<file path="config.mk">
export PLATFORM = sky130hd
export DESIGN_NAME = imem_loader
export DESIGN_NICKNAME = d
export VERILOG_FILES = /design/src/rtl/imem_pkg.sv /design/src/rtl/imem_loader_asm.sv /design/src/rtl/imem_loader.sv
export SDC_FILE = /design/constraint.sdc
export NUM_CORES = 1
export LEC_CHECK = 0
export BUFFER_PORTS_ARGS = -buffer_cell sky130_fd_sc_hd__clkbuf_2
export CORE_MARGIN = 1.5
export CORE_UTILIZATION = 40
export CTS_CLUSTER_DIAMETER = 200
export CTS_CLUSTER_SIZE = 14
export DETAILED_ROUTE_END_ITERATION = 7
export PLACE_DENSITY = 0.59
export SYNTH_ARGS = -nofsm -noshare
export SYNTH_HDL_FRONTEND = slang
export SYNTH_SLANG_ARGS = --single-unit
</file>
<file path="constraint.sdc">
create_clock -name clk -period 4.3 [get_ports clk]
set_input_delay 0.86 -clock clk [delete_from_list [all_inputs] [get_ports clk]]
set_output_delay 0.86 -clock clk [all_outputs]
set_load 0.05 [all_outputs]
</file>
<file path="src/rtl/imem_pkg.sv">
// rtl/imem_pkg.sv - shared types and constants for the instruction-memory loader
package imem_pkg;

  localparam int INSTR_W = 17;
  localparam int IMEM_DEPTH = 2048;
  localparam logic [7:0] SYNC_BYTE_DEF = 8'hA5;

  typedef enum logic [3:0] {
    ST_IDLE,
    ST_LEN_HI,
    ST_LEN_LO,
    ST_B0,
    ST_B1,
    ST_B2,
    ST_WRITE,
    ST_CHK,
    ST_DONE,
    ST_ERR
  } state_t;

endpackage

</file>
<file path="src/rtl/imem_loader_asm.sv">
// rtl/imem_loader_asm.sv - 3-byte to 17-bit word assembler with B0 format check
// IMEM_LOADER_CHKSUM_EN adds the frame XOR accumulator.
module imem_loader_asm
  import imem_pkg::*;
(
  input  logic               clk,
  input  logic               rst,
  input  logic [7:0]         rx_byte,
  input  logic               ld_b0,
  input  logic               ld_b1,
`ifdef IMEM_LOADER_CHKSUM_EN
  input  logic               acc_clr,
  input  logic               acc_en,
  output logic               chk_ok,
`endif
  output logic               b0_ok,
  output logic [INSTR_W-1:0] word
);

  logic       bit16_q;
  logic [7:0] hi_q;

  always_ff @(posedge clk or posedge rst) begin
    if (rst) begin
      bit16_q <= 1'b0;
      hi_q    <= 8'h00;
    end else begin
      if (ld_b0) bit16_q <= rx_byte[0];
      if (ld_b1) hi_q    <= rx_byte;
    end
  end

  assign b0_ok = (rx_byte[7:1] == 7'd0);
  // Low byte comes straight from the wire so the top can register the word on the B2 accept.
  assign word  = {bit16_q, hi_q, rx_byte};

`ifdef IMEM_LOADER_CHKSUM_EN
  logic [7:0] acc_q;

  always_ff @(posedge clk or posedge rst) begin
    if (rst) begin
      acc_q <= 8'h00;
    end else if (acc_clr) begin
      acc_q <= 8'h00;
    end else if (acc_en) begin
      acc_q <= acc_q ^ rx_byte;
    end
  end

  assign chk_ok = (rx_byte == acc_q);
`endif

endmodule

</file>
<file path="src/rtl/imem_loader.sv">
// rtl/imem_loader.sv - framed byte stream to 17-bit instruction-memory writer
// IMEM_LOADER_CHKSUM_EN enables a trailing XOR checksum byte per frame.
module imem_loader
  import imem_pkg::*;
#(
  parameter int         DEPTH     = IMEM_DEPTH,
  parameter int         ADDR_W    = 16,
  parameter logic [7:0] SYNC_BYTE = SYNC_BYTE_DEF
) (
  input  logic               clk,
  input  logic               rst,
  input  logic [7:0]         rx_data,
  input  logic               rx_vld,
  output logic               rx_rdy,
  output logic               im_we,
  output logic [ADDR_W-1:0]  im_waddr,
  output logic [INSTR_W-1:0] im_wdata,
  output logic               busy,
  output logic               done,
  output logic               err
);

  localparam logic [16:0] DEPTH_L = 17'(DEPTH);

  state_t state, state_next;

  logic [7:0]         len_hi;
  logic [15:0]        word_total;
  logic [15:0]        word_cnt;
  logic               xfer;
  logic               last_word;
  logic               len_bad;
  logic               b0_ok;
  logic [INSTR_W-1:0] asm_word;
  logic               chk_ok;

  assign xfer      = rx_vld & rx_rdy;
  assign last_word = ((word_cnt + 16'd1) == word_total);
  assign len_bad   = ({len_hi, rx_data} == 16'd0) || ({1'b0, len_hi, rx_data} > DEPTH_L);

  imem_loader_asm u_asm (
    .clk     (clk),
    .rst     (rst),
    .rx_byte (rx_data),
    .ld_b0   (xfer && state == ST_B0),
    .ld_b1   (xfer && state == ST_B1),
`ifdef IMEM_LOADER_CHKSUM_EN
    .acc_clr (xfer && state == ST_LEN_LO),
    .acc_en  (xfer && (state == ST_B0 || state == ST_B1 || state == ST_B2)),
    .chk_ok  (chk_ok),
`endif
    .b0_ok   (b0_ok),
    .word    (asm_word)
  );

`ifndef IMEM_LOADER_CHKSUM_EN
  assign chk_ok = 1'b0;
`endif

  always_ff @(posedge clk or posedge rst) begin
    if (rst) state <= ST_IDLE;
    else     state <= state_next;
  end

  always_comb begin
    state_next = state;
    case (state)
      ST_IDLE:   if (xfer && rx_data == SYNC_BYTE) state_next = ST_LEN_HI;
      ST_LEN_HI: if (xfer) state_next = ST_LEN_LO;
      ST_LEN_LO: if (xfer) state_next = len_bad ? ST_ERR : ST_B0;
      ST_B0:     if (xfer) state_next = b0_ok ? ST_B1 : ST_ERR;
      ST_B1:     if (xfer) state_next = ST_B2;
      ST_B2:     if (xfer) state_next = ST_WRITE;
`ifdef IMEM_LOADER_CHKSUM_EN
      ST_WRITE:  state_next = last_word ? ST_CHK : ST_B0;
      ST_CHK:    if (xfer) state_next = chk_ok ? ST_DONE : ST_ERR;
`else
      ST_WRITE:  state_next = last_word ? ST_DONE : ST_B0;
`endif
      ST_DONE,
      ST_ERR:    if (xfer && rx_data == SYNC_BYTE) state_next = ST_LEN_HI;
      default:   state_next = ST_IDLE;
    endcase
  end

  // Status outputs are registered decodes of the next state so they line up with it.
  always_ff @(posedge clk or posedge rst) begin
    if (rst) begin
      rx_rdy     <= 1'b0;
      im_we      <= 1'b0;
      im_waddr   <= '0;
      im_wdata   <= '0;
      busy       <= 1'b0;
      done       <= 1'b0;
      err        <= 1'b0;
      len_hi     <= 8'h00;
      word_total <= 16'd0;
      word_cnt   <= 16'd0;
    end else begin
      rx_rdy <= (state_next != ST_WRITE);
      im_we  <= (state_next == ST_WRITE);
      busy   <= !(state_next inside {ST_IDLE, ST_DONE, ST_ERR});
      done   <= (state_next == ST_DONE);
      err    <= (state_next == ST_ERR);

      if (xfer && state == ST_LEN_HI) len_hi <= rx_data;
      if (xfer && state == ST_LEN_LO) begin
        word_total <= {len_hi, rx_data};
        word_cnt   <= 16'd0;
        im_waddr   <= '0;
      end
      if (xfer && state == ST_B2) im_wdata <= asm_word;
      // Address stops on the last word so it never reaches DEPTH.
      if (state == ST_WRITE) begin
        word_cnt <= word_cnt + 16'd1;
        if (!last_word) im_waddr <= im_waddr + ADDR_W'(1);
      end
    end
  end

endmodule
</file>
==> After elaboration in Yosys (flattened, before gate mapping) <==
Index checks and enable logic that the tools add are counted.
{ "op_classes": {"n_addsub": 2, "n_lt_le_gt_ge": 1, "n_eq_ne": 14, "muxes": 15, "bitwise": 1, "reduce_logical": 15} }
{ "ops": {"columns": ["op", "n"], "rows": [
  ["two-way mux 16 bit", 5],
  ["two-way mux 4 bit", 9],
  ["adder 16 x 1 -> 16 bit, second input constant", 2],
  ["case mux 4 bit (7 select lines)", 1],
  ["equality test 16 bit", 1],
  ["equality test 4 x 3 -> 1 bit, second input constant", 4],
  ["equality test 4 bit, second input constant", 4],
  ["greater-than comparator 16 x 12 -> 1 bit, second input constant", 1],
  ["zero test 16 bit", 1],
  ["equality test 4 x 2 -> 1 bit, second input constant", 2],
  ["equality test 8 bit, second input constant", 1],
  ["zero test 4 bit", 2],
  ["zero test 7 bit", 1],
  ["logical AND 1 bit", 6],
  ["equality test 4 x 1 -> 1 bit, second input constant", 1],
  ["!= test 4 x 3 -> 1 bit, second input constant", 1],
  ["nonzero test 3 bit", 1],
  ["OR reduction 3 bit", 1],
  ["nonzero test 2 bit", 1],
  ["bitwise AND 1 bit", 1],
  ["zero test 1 bit", 1],
  ["logical OR 1 bit", 1]
]} }
{ "word_totals": {"regBits": 91, "input_bits": 11, "word_cells": 61} }

==> Depth between registers and ports, before layout <==
{ "logic_depth": {"ltp_word": 8, "ltp_mapped": 12, "ltp_nobuf": 8} }

==> Modules after synthesis <==
Synthesis repeated with hierarchy kept, for this count alone.
{ "unflattened": {"hier_cells": 529, "area_unflattened_um2": 4842.1} }
{ "by_module_without_submodules": {"columns": ["mod", "instances", "cells_each", "area_per_inst_um2"], "rows": [
  ["imem_loader", 1, 498, 4415.5],
  ["imem_loader_asm", 1, 31, 426.7]
]} }

==> Worst setup path before layout <==
Ideal clock, no wire load.
{ "synth_path": {"path_type": "register to register", "start": "reg word_cnt[0]", "end": "reg im_waddr[0]", "setup_ns": 0.085, "arrival_ns": 2.485, "path_slack_ns": 1.730, "stages_incl_launch_ff": 13, "n_path_buf": 4, "synth_period_minus_slack_ns": 2.570, "cell_sequence": "dfrtp_1 -> ha_1 -> and3_1 -> clkbuf_1 -> nand3_1 -> xnor2_1 -> a2111oi_1 -> and4_1 -> buf_4 -> nand2b_4 -> buf_12 -> buf_12 -> mux2i_1"} }
{ "synth_between": {"elab_chain_len": 4} }
{ "synth_rtl": {"columns": ["element", "line_no", "source"], "rows": [
  ["start, declared", "imem_loader.sv:29", "logic [15:0] word_cnt;"],
  ["start signal, assigned", "imem_loader.sv:115", "word_cnt <= word_cnt + 16'd1;"],
  ["adder 16 x 1 -> 16 bit", "imem_loader.sv:38", "assign last_word = ((word_cnt + 16'd1) == word_total);"],
  ["equality test 16 bit", "imem_loader.sv:38", null],
  ["two-way mux 16 bit", "imem_loader.sv:116", "if (!last_word) im_waddr <= im_waddr + ADDR_W'(1);"],
  ["two-way mux 16 bit", "imem_loader.sv:114", "if (state == ST_WRITE) begin"],
  ["end signal, assigned", "imem_loader.sv:116", null],
  ["end, declared", "imem_loader.sv:16", "output logic [ADDR_W-1:0] im_waddr,"]
]} }
No other way between the ends.
A chain may end at the register's enable or synchronous reset.

==> Worst setup path after layout <==
Ends and elaborated chain as after synthesis.

==> results.sh <==
export IMPL_reg2regPathDepth=8
export IMPL_hp_class="flop to flop"
export IMPL_synthSimpleGateAreaFrac_pct=20.8
export IMPL_synthXorXnorAreaFrac_pct=4.10
export IMPL_cp_max_fo=19
export IMPL_die_w_um=111
export IMPL_max_freq_ghz=0.325
export IMPL_synth_warning_count=0
export IMPL_tns_ps=0
export IMPL_die_area_um2=12400
export IMPL_synth_edf_count=0
export IMPL_grt_overflow_total=0
export IMPL_syn_avg_cell_area_um2=9.74
export IMPL_grt_pass1_wl_um=17700
export IMPL_synth_top_area_share_pct=48.5
export IMPL_clk_path_buf_depth=2
export IMPL_hold_depth=2
export IMPL_synth_top_family_by_area="simple AND/OR/NAND/NOR gates"
export IMPL_period_needed_ps=3070
export IMPL_outcome="complete, no violations"
export IMPL_rows=39
export IMPL_dpl_worst_slack_ps=1220
export IMPL_synthFlopType="dfrtp_1"
export IMPL_timing_rr_start="word_cnt[0]$_DFFE_PP0P_"
export IMPL_hold_viol_final=0
export IMPL_root_buffer="clkbuf_16"
export IMPL_skew_ps=6.29
export IMPL_min_delay_start="u_asm.hi_q[6]$_DFFE_PP0P_"
export IMPL_grt_max_degree=35
export IMPL_hpwl_um=7250
export IMPL_cts_sinks=91
export IMPL_synthCells=482
export IMPL_worstSetupEndpointType="flop"
export IMPL_async_reset_ff_share_pct=100
export IMPL_rsz0062_at_grt="false"
export IMPL_hold_path_end="im_wdata[14]$_DFFE_PP0P_"
export IMPL_diodes=0
export IMPL_route_detailed_drc=0
export IMPL_area_growth_pct=12.3
export IMPL_first_pass_iters=5
export IMPL_clk_latency_ps=340
export IMPL_drt_iter0_markers=152
export IMPL_powerDensity_nw_per_um2=576
export IMPL_fillers=1138
export IMPL_worst_slack_ps=1230
export IMPL_nets=529
export IMPL_cts_setup_buffers=0
export IMPL_synthMuxAreaShare_pct=8.58
export IMPL_core_area_um2=11400
export IMPL_cts_made_buffers=9
export IMPL_hold_buffers=0
export IMPL_crit_required_ps=4560
export IMPL_cp_data_arrival_time_ps=3330
export IMPL_globalplace_congestion=0.844
export IMPL_drv_cap=0
export IMPL_vias=3659
export IMPL_regToRegSetupSlack_ps=1230
export IMPL_grt_total_usage_pct=17.7
export IMPL_io_pins=49
export IMPL_via_per_inst=5.51
export IMPL_antenna_found_initial=0
export IMPL_synth_largest_area_cell="dfrtp_1"
export IMPL_finalSetupViolCount=0
export IMPL_slew_headroom_pct=29.1
export IMPL_ys_seq_area_share_pct=48.5
export IMPL_mappedNetlistArea_um2=4700
export IMPL_ir_drop_v=0.000238
export IMPL_clkTransAtPathRegs_ps=70
export IMPL_r2r_end="im_waddr[0]$_DFF_PP0_"
export IMPL_wire_per_inst_um=15.7
export IMPL_ys_seq_elements=91
export IMPL_post_cts_resized=0
export IMPL_slew_violations=0
export IMPL_worstSetupPathType="flop to flop"
export IMPL_fin_crit_sh_pct=71.5
export IMPL_worstMarginPinSlew_ps=1060
export IMPL_yosys_top_cells_area="dfrtp_1, mux2_2, nand2_1"
export IMPL_p_leak_nw=2.44
export IMPL_synth_distinct_cells=55
export IMPL_syn_num_nets=495
export IMPL_cp_start_kind="flop"
export IMPL_routed_wl_um=10400
export IMPL_die_y_um=111
export IMPL_cts_max_level=3
export IMPL_drive_gt1_share_pct=23.4
export IMPL_io_buffers=48
export IMPL_grt_pass1_vias=3465
export IMPL_start_util_pct=41.1
export IMPL_drtAntennaViolNets=0
export IMPL_synth_compound_area_share_pct=13.3
export IMPL_synthAdderAreaFrac_pct=0.533
export IMPL_cts_tree="yes"
-- where the power goes --
part | internal, mW | switching [mW] | leakage [nW]
sequential | 1.06 | 0.282 | 1.20
combinational | 0.439 | 0.509 | 1.11
clock | 0.410 | 0.334 | 0.132
-- registers in the layout, summed over array words and instances (netlist names) --
signal         count
busy               1
done               1
err                1
im_waddr          16
im_wdata          17
im_we              1
len_hi             8
rx_rdy             1
state              4
u_asm.bit16_q      1
u_asm.hi_q         8
word_cnt          16
word_total        16
-- logic make-up (layout without fill, tap and decap cells) --
kind of cell | count (synthesis) | in the layout
muxes | 36 | 36
DFF | 91 | 91
AOI/OAI and AO/OA | 98 | 98
buffers and inverters | 38 | 77
and+or+nand+nor | 195 | 195
xor gates and xnor gates | 22 | 22
adders and majority gates | 2 | 2
-- critical path: stages (launching register included) --
cell	delay, ps
dfrtp_1	470
ha_1	300
nand3_2	200
nor2_1	450
a31oi_1	150
a31oi_1	200
and4_1	610
nand2b_4	390
mux2i_1	220
-- per-stage QoR --
step	util (%)	power (mW)	instances	area [um2]	hold slack, ps
6_report	46.2	3.04	664	5280	466
5_1_grt	46.2	3.26	664	5280	487
4_1_cts	46.2	3.06	664	5280	472
3_5_place_dp	43.7	2.31	648	4990	461
3_3_place_gp	43.7	2.28	648	4990	442
2_1_floorplan	-	2.09	482	4700	433
-- synthesized netlist by cell type (5+ instances only) --
| library cell | instances |
|---|---|
| a21oi_1 | 23 |
| a31o_2 | 9 |
| a31oi_1 | 6 |
| and3_1 | 5 |
| and4_1 | 5 |
| buf_2 | 5 |
| clkbuf_1 | 19 |
| dfrtp_1 | 91 |
| inv_1 | 7 |
| mux2_2 | 34 |
| nand2_1 | 79 |
| nand2b_1 | 10 |
| nand3_1 | 31 |
| nor2_1 | 22 |
| o21ai_0 | 31 |
| or3_1 | 12 |
| xnor2_1 | 18 |
-- cell type report --
class	instances	area [um2]	share of cell area (%)
clock buffers	11	243	4.60
repair buffers	53	278	5.27
multi-input cells	353	2230	42.3
inverters	8	31.3	0.593
well taps	143	179	3.39
clock inverters	5	37.5	0.712
flip-flops and latches	91	2280	43.2
-- layer usage --
layer / part of all wire, % / vias to the layer above / GRT usage, % / wire length [um]
met1: 47 / 1789 / 24.8 / 4960
met4: 0.81 / 0 / 5.32 / 85
met5: 0 / - / 0 / 0
li1: - / 1780 / - / -
met3: 4.3 / 9 / 3.43 / 453
met2: 47 / 81 / 27.9 / 4940
-- worst max path at each step --
stage	start	to
floorplan	rst	busy$_DFF_PP0_
global placement	rx_data[6]	state[3]$_DFF_PP0_
detailed placement	word_cnt[0]$_DFFE_PP0P_	im_waddr[15]$_DFF_PP0_
CTS	word_cnt[0]$_DFFE_PP0P_	im_waddr[0]$_DFF_PP0_
global route	word_cnt[0]$_DFFE_PP0P_	im_waddr[0]$_DFF_PP0_
finish	word_cnt[0]$_DFFE_PP0P_	im_waddr[0]$_DFF_PP0_
-- layout by cell type, fill, tap and decap left out, types with 4 or more instances in the layout --
| cell type | instances |
|---|---|
| clkbuf_16 | 9 |
| xor2_1 | 4 |
| a31oi_1 | 6 |
| a31o_1 | 4 |
| nand2_1 | 79 |
| a211oi_1 | 4 |
| dfrtp_1 | 91 |
| o21ai_0 | 31 |
| nand2b_1 | 10 |
| mux2_2 | 34 |
| and4_1 | 5 |
| nand3_1 | 31 |
| nor4_1 | 4 |
| a21oi_1 | 23 |
| buf_4 | 5 |
| or3_1 | 12 |
| clkbuf_2 | 48 |
| and3_1 | 5 |
| xnor2_1 | 18 |
| nor2_1 | 22 |
| a31o_2 | 9 |
| inv_1 | 6 |
| o31ai_1 | 4 |
No activity file was read; power rests on OpenSTA's default activity.
